===== config.mk =====
export PLATFORM = sky130hd
export DESIGN_NAME = cacheline_adapter
export DESIGN_NICKNAME = d
export VERILOG_FILES = /design/src/rtl/cacheline_adapter.sv
export SDC_FILE = /design/constraint.sdc
export NUM_CORES = 2
export LEC_CHECK = 0
export ABC_CLOCK_PERIOD_IN_PS = 7550
export BUFFER_PORTS_ARGS = -buffer_cell sky130_fd_sc_hd__buf_2
export CORE_AREA = 2 2 286 288
export CTS_BUF_LIST = sky130_fd_sc_hd__clkbuf_4 sky130_fd_sc_hd__clkbuf_8
export CTS_CLUSTER_DIAMETER = 120
export CTS_CLUSTER_SIZE = 24
export DETAILED_ROUTE_END_ITERATION = 12
export DIE_AREA = 0 0 288 290
export PLACE_DENSITY_LB_ADDON = 0.05
export REMOVE_ABC_BUFFERS = 1
export SLEW_MARGIN = 20
export SYNTH_ARGS = -nofsm -noshare
export SYNTH_HDL_FRONTEND = slang
export SYNTH_SLANG_ARGS = --single-unit
export TNS_END_PERCENT = 50

===== constraint.sdc =====
create_clock -name clk -period 7.55 [get_ports clk]
set_input_delay 1.1325 -clock clk [delete_from_list [all_inputs] [get_ports clk]]
set_output_delay 1.1325 -clock clk [all_outputs]
set_load 0.005 [all_outputs]

===== src/rtl/cacheline_adapter.sv =====
// Cache-line to 64-bit DRAM burst adapter.
// One line read or write per request, one umem_resp per completed transfer.
module cacheline_adapter #(
  parameter int LINE_BITS = 256,
  parameter int BEAT_BITS = 64
) (
  input  logic                 clk,
  input  logic                 rst,
  input  logic [31:0]          umem_addr,
  input  logic                 umem_read,
  input  logic                 umem_write,
  input  logic [LINE_BITS-1:0] umem_wdata,
  output logic [LINE_BITS-1:0] umem_rdata,
  output logic                 umem_resp,
  output logic [31:0]          bmem_addr,
  output logic                 bmem_read,
  output logic                 bmem_write,
  output logic [BEAT_BITS-1:0] bmem_wdata,
  input  logic                 bmem_ready,
  input  logic [31:0]          bmem_raddr,
  input  logic [BEAT_BITS-1:0] bmem_rdata,
  input  logic                 bmem_rvalid
);

  typedef enum logic [2:0] {
    IDLE,
    RD_REQ,
    RD_DATA,
    WR_BURST,
    RESP
  } state_e;

  state_e state_q, state_d;
  logic [1:0]  cnt_q, cnt_d;
  logic [31:0] addr_q, addr_d;
  logic [3:0][BEAT_BITS-1:0] wbuf_q, wbuf_d;
  logic [3:0][BEAT_BITS-1:0] line_q, line_d;
  logic [3:0][BEAT_BITS-1:0] rdata_q, rdata_d;
  logic [31:0] line_addr;
  logic        beat_hit;
  logic        addr_unused;

  // Offset bits within the line never reach DRAM.
  assign addr_unused = ^umem_addr[4:0];
  assign line_addr   = {umem_addr[31:5], 5'b0};
  assign beat_hit    = bmem_rvalid && (bmem_raddr == addr_q);

  always_comb begin
    state_d = state_q;
    cnt_d   = cnt_q;
    addr_d  = addr_q;
    wbuf_d  = wbuf_q;
    line_d  = line_q;
    rdata_d = rdata_q;
    unique case (state_q)
      IDLE: begin
        if (umem_write) begin
          addr_d  = line_addr;
          wbuf_d  = umem_wdata;
          cnt_d   = 2'd0;
          state_d = WR_BURST;
        end else if (umem_read) begin
          addr_d  = line_addr;
          cnt_d   = 2'd0;
          state_d = RD_REQ;
        end
      end
      RD_REQ: begin
        if (bmem_ready) state_d = RD_DATA;
      end
      RD_DATA: begin
        if (beat_hit) begin
          line_d[cnt_q] = bmem_rdata;
          // Publish the line only once complete so umem_rdata holds the old line until then.
          if (cnt_q == 2'd3) begin
            rdata_d = line_d;
            state_d = RESP;
          end else begin
            cnt_d = cnt_q + 2'd1;
          end
        end
      end
      WR_BURST: begin
        if (bmem_ready) begin
          if (cnt_q == 2'd3) state_d = RESP;
          else cnt_d = cnt_q + 2'd1;
        end
      end
      RESP: begin
        state_d = IDLE;
      end
      default: begin
        state_d = IDLE;
      end
    endcase
  end

  always_ff @(posedge clk) begin
    if (rst) begin
      state_q <= IDLE;
      cnt_q   <= 2'd0;
      addr_q  <= '0;
      wbuf_q  <= '0;
      line_q  <= '0;
      rdata_q <= '0;
    end else begin
      state_q <= state_d;
      cnt_q   <= cnt_d;
      addr_q  <= addr_d;
      wbuf_q  <= wbuf_d;
      line_q  <= line_d;
      rdata_q <= rdata_d;
    end
  end

  assign bmem_read  = (state_q == RD_REQ);
  assign bmem_write = (state_q == WR_BURST);
  assign umem_resp  = (state_q == RESP);
  assign bmem_addr  = addr_q;
  assign bmem_wdata = bmem_write ? wbuf_q[cnt_q] : '0;
  assign umem_rdata = rdata_q;

endmodule


# Word level (Yosys, flattened, before mapping)
# Index checks and enable logic that the tools add are counted.
dict set report op_classes {
  addsub 1
  n_lt_le_gt_ge 2
  eq_ne 10
  mux 21
  n_reduce_logical 11
}
# op count
set ops {}
lappend ops {{256-bit bitwise mux} 1}
lappend ops {{64-bit two-way mux} 3}
lappend ops {{64-bit binary-select mux with 2-bit select} 1}
lappend ops {{64-bit demux with 2-bit select} 1}
lappend ops {{32-bit two-way mux} 2}
lappend ops {{32-bit equality test} 1}
lappend ops {{3-bit two-way mux} 6}
lappend ops {{3-bit case mux with 4 select lines} 1}
lappend ops {{2-bit two-way mux} 5}
lappend ops {{4-bit AND reduction} 2}
lappend ops {{3-bit by 2-bit equality test with 1-bit output, second input constant} 2}
lappend ops {{2-bit case mux with 3 select lines} 1}
lappend ops {{2-bit AND reduction} 3}
lappend ops {{2-bit by 1-bit != test with 1-bit output, second input constant} 2}
lappend ops {{3-bit by 1-bit equality test with 1-bit output, second input constant} 1}
lappend ops {{3-bit equality test, second input constant} 1}
lappend ops {{3-bit zero test} 1}
lappend ops {{2-bit by 3-bit < comparator with 1-bit output, second input constant} 1}
lappend ops {{3-bit != test, second input constant} 1}
lappend ops {{3-bit AND reduction} 1}
lappend ops {{3-bit nonzero test} 1}
lappend ops {{2-bit by 1-bit adder with 2-bit output, second input constant} 1}
lappend ops {{2-bit equality test, second input constant} 1}
lappend ops {{2-bit by 1-bit >= comparator with 1-bit output, second input constant} 1}
lappend ops {{3 further kinds} 4}
dict set report totals {
  regBits 805
  out_inout_bits 355
  wordCells 60
}

# Longest topological paths before layout
dict set report depth {
  word_depth 5
  mapped_depth 11
  ltp_nobuf 7
}

# Least setup slack after synthesis
# Ideal clock, no wire load.
dict set report synth_timing {
  path_type {reg2out}
  start {reg cnt_q[1]}
  end {out bmem_wdata[10]}
  t_arrival_ns 2.090
  required_ns 6.418
  setup_slack_ns 4.327
  path_stages_with_launch 5
  n_path_buf 2
  cell_sequence {dfxtp_1 clkbuf_1 buf_1 mux4_2 and3_1}
}
dict set report synth_between {
  elab_chain_len 3
}
# item line_no
set synth_rtl {}
lappend synth_rtl {{start: declaration} 34} ;# logic [1:0] cnt_q, cnt_d;
lappend synth_rtl {{start signal: assignment} 108} ;# cnt_q <= cnt_d;
lappend synth_rtl {{64-bit binary-select mux with 2-bit select} 120} ;# assign bmem_wdata = bmem_write ? wbuf_q[cnt_q] : '0;
lappend synth_rtl {{64-bit two-way mux (implied by the code)} 120}
lappend synth_rtl {{64-bit two-way mux} 120}
lappend synth_rtl {{end: declaration} 18} ;# output logic [BEAT_BITS-1:0] bmem_wdata,
# Every way passes these cells. The select of a mux whose other input is x is not followed.

# Final worst setup path
dict set report layout_timing {
  start {reg cnt_q[1]}
  end {out bmem_wdata[48]}
}
# Same word-level chain as after synthesis.

==> metrics.md <==
| Metric | Value |
|---|---|
| Vias per cell | `4.98` |
| Yosys reg bits | `736` |
| Critical setup path kind | `reg -> out` |
| Final hold vios | `0` |
| Initial core utilization | `a little under two fifths` |
| Fmax | `0.227 GHz` |
| Maximum root-to-sink buffer count | `3` |
| Layout cells sized above 1 | `25.7%` |
| Outcome | `finished clean` |
| PortBufs | `734` |
| Largest net degree at the start of global routing | `212` |
| Final critical-path share of the clock period | `58.2%` |
| Area grow syn2layout | `16.0%` |
| Drt first pass iters | `5` |
| CTS tree | `done` |
| Detail Placement HPWL | `64200 um` |
| Worst EP arrival | `between 3 and 4 ns` |
| Slew Viols, Final | `0` |
| # hold bufs at CTS | `0` |
| Max-slew headroom | `26.2%` |
| Switching Share | `approximately 27%` |
| Antenna violations before repair | `36` |
| Power Internal | `4760 uW` |
| Pleak | `0.0136 uW` |
| ANT nets after route | `0` |
| Worst-Skew Late Latency | `about 0.67 ns` |
| Cell Area, Placed | `around 34000 um2` |
| VDD IR max | `120 uV` |
| First-pass GRT wire length | `154000 um` |
| CP max-delay cell | `buf_4` |
| Crit path buffers/inverters | `2` |
| Pwr dens | `188 nW/um2` |
| Largest stage delay, worst path | `slightly above 0.8 ns` |
| Die Height | `a little under 300 um` |
| Critical Path Start Type | `flop` |
| Cell Chain, Critical Path | `buf_4 -> mux4_2 -> and3_1 -> buf_2` |
| Critical Path Fanout Max | `45` |
| Setup Skew | `0.0169 ns` |
| Number of buffers created by CTS | `36` |
| Fin nets | `4564` |
| Worst R2R Setup Slack | `between 3 and 4 ns` |
| Max Cap Viol | `0` |
| P_sw | `1760 uW` |
| DRC Markers | `0` |
| Synth unique cells | `about 40` |
| CTS sink cnt | `736` |
| Total track usage | `23.5%` |
| Required @ worst endpoint | `6.42 ns` |
| Std-Cell Rows | `104` |
| Unrepaired setup endpoints after global routing | `false` |
| DR iter-0 viols | `1605` |
| Worst min path class | `reg -> reg` |
| Core Area | `around 80000 um2` |
| Reg clk slew, reported paths | `approximately 0.16 ns` |
| Minimum clock period | `4.40 ns` |
| CTS resizes | `0` |
| Clk pwr share | `26.0%` |
| WL/cell | `19.5 um` |
| Post-Route WL | `103000 um` |
| Combinational power share | `11.9%` |
| Sequential share of power | `62.2%` |
| Die area | `83500 um2` |
| Post-synthesis sequential area ratio | `about half` |
| Setup repair bufs after CTS | `0` |
| Avg Inst Size Synth | `8.15 um2` |
| Post-route cell area | `between 30000 and 40000 um2` |
| Synth Warn # | `0` |
| Critical Path End Type | `output port` |
| Cells after Synth | `around 3.7k` |
| RePlAce Congestion | `0.805` |
| Ports | `745` |
| Root buf cell | `clkbuf_8` |
| Top delay family on crit path | `buffers and inverters` |
| Routed vias | `26.2k` |
| # setup viols final | `0` |
| Least-Margin Pin Slew | `1.11 ns` |
| Setup TNS Final | `0 ns` |
| Number of global-route vias before repair | `24.8k` |
| # H-tree levels | `2` |
| Global route total overflow | `0` |
| Synth Cell Area | `29900 um2` |
| Die width | `288 um` |
[worst register-to-register path: stages (launching register included)]
cell	delay (ns)
dfxtp_2	0.41
buf_4	0.37
nor3b_1	0.47
nand2_1	0.10
nor4_1	0.30
and4_4	0.84
buf_12	0.58
nand2_1	0.36
a21oi_1	0.17
[final timing paths]
check | startpoint | to | depth (start not counted)
setup / recovery | cnt_q[1] | bmem_wdata[48] | 4
setup reg to reg | state_q[0] | umem_rdata[147] | 8
hold reg to reg | umem_rdata[94] | umem_rdata[94] | 2
hold / removal | umem_rdata[94] | umem_rdata[94] | 2
[kinds of logic (layout without fill, tap and decap cells)]
| logic type | count (synthesis) | in the layout | synth area share, % |
|---|---|---|---|
| other | 1 | 34 | 0.0126 |
| flip-flops | 736 | 736 | 49.3 |
| AND/OR/NAND/NOR | 1594 | 1594 | 21.0 |
| adder cells (fa/ha/maj) | 4 | 4 | 0.168 |
| buffers and inverters | 305 | 807 | 4.11 |
| multiplexers | 258 | 258 | 12.1 |
| AO/OA/AOI/OAI | 747 | 747 | 12.6 |
| XOR/XNOR | 20 | 20 | 0.586 |
[cell usage after synthesis (all sizes together)]
library cell	count	area, um2
nand3	3	15.0
nor2b	8	50.1
inv	6	22.5
a31o	1	8.76
and4b	1	10.0
and2	1	6.26
xnor2	17	149
and4	4	35.0
a21oi	732	3660
clkbuf	236	886
o21bai	1	7.51
and3	64	400
nor4	7	58.8
conb	1	3.75
nand3b	1	7.51
o21ai	4	20.0
xor2	3	26.3
nor3	5	25.0
o21a	1	7.51
o2111ai	1	8.76
a2111oi	1	8.76
nand2	1475	5540
nor3b	3	22.5
nand2b	5	31.3
o22ai	2	12.5
a2111o	1	11.3
nand4	9	56.3
dfxtp	736	14700
mux2i	2	20.0
a221o	1	10.0
buf	63	320
nor2	8	30.0
o211ai	1	7.51
a21o	1	7.51
mux2	192	2160
ha	4	50.1
mux4	64	1440
[per-stage QoR]
step	utilization, %	hold WS, ns	instances	setup slack [ns]	power (uW)
finish	43.2	0.457	5260	3.15	6520
global route	43.2	0.471	5251	2.89	6820
CTS	43.2	0.460	5231	3.01	6620
detailed placement	42.5	0.440	5192	3.20	4920
global placement	42.5	0.436	5192	3.24	4910
floorplan	-	0.423	3370	-2.10	4550
[per-layer routing]
metal  track usage (%)  vias to the layer above  wire [um]  part of all wire, %
li1                  -                    13100          -                    -
met1              30.1                    12500      44100                   43
met2              39.5                      547      49900                   49
met3              5.45                      109       6420                  6.3
met4              6.55                       14       2090                  2.0
met5                 0                        -         81                0.079
[flip-flops by register name, summed over array words and instances (netlist names)]
register	cells
umem_rdata	256
line_q	192
cnt_q	2
bmem_addr	27
wbuf_q	256
state_q	3
[layout make-up]
cell class / instances / area [um2]
Clock inverter: 1 / 8.76
Inverter: 6 / 22.5
Multi-Input combinational cell: 2628 / 14000
Fill cell: 8422 / 45500
Clock buffer: 38 / 517
Tap cell: 1060 / 1330
Antenna cell: 29 / 72.6
Sequential cell: 736 / 14700
Timing Repair Buffer: 762 / 3980
[power by group through the flow]
stage | clock network (uW) | logic, uW | registers, uW
4_1_cts | 1780 | 782 | 4050
6_report | 1690 | 772 | 4050
2_1_floorplan | 0 | 423 | 4130
3_3_place_gp | 0 | 777 | 4140
3_5_place_dp | 0 | 779 | 4140
5_1_grt | 1900 | 853 | 4070
[placed cells by master (no fill, tap or decap), types with 2 or more instances in the layout]
master | netlist | layout
and3_1 | 64 | 64
xnor2_1 | 17 | 17
clkbuf_8 | 0 | 37
buf_12 | 0 | 7
diode_2 | 0 | 29
nand2_1 | 1475 | 1474
mux4_2 | 64 | 64
nand3_1 | 3 | 3
nor4_1 | 6 | 6
nor3b_1 | 3 | 3
xor2_1 | 3 | 3
o22ai_1 | 2 | 2
o21ai_0 | 3 | 3
buf_4 | 6 | 21
dfxtp_1 | 736 | 733
nand4_1 | 9 | 9
a21oi_1 | 732 | 732
mux2i_1 | 2 | 2
dfxtp_4 | 0 | 2
and4_4 | 0 | 2
nor2b_1 | 8 | 6
nor2_1 | 8 | 8
nor3_1 | 5 | 5
ha_4 | 0 | 3
buf_2 | 49 | 733
conb_1 | 1 | 5
inv_1 | 6 | 6
nand2b_1 | 5 | 5
and4_2 | 0 | 2
mux2_2 | 192 | 192
Note: power is estimated with default switching activity, not from simulation.
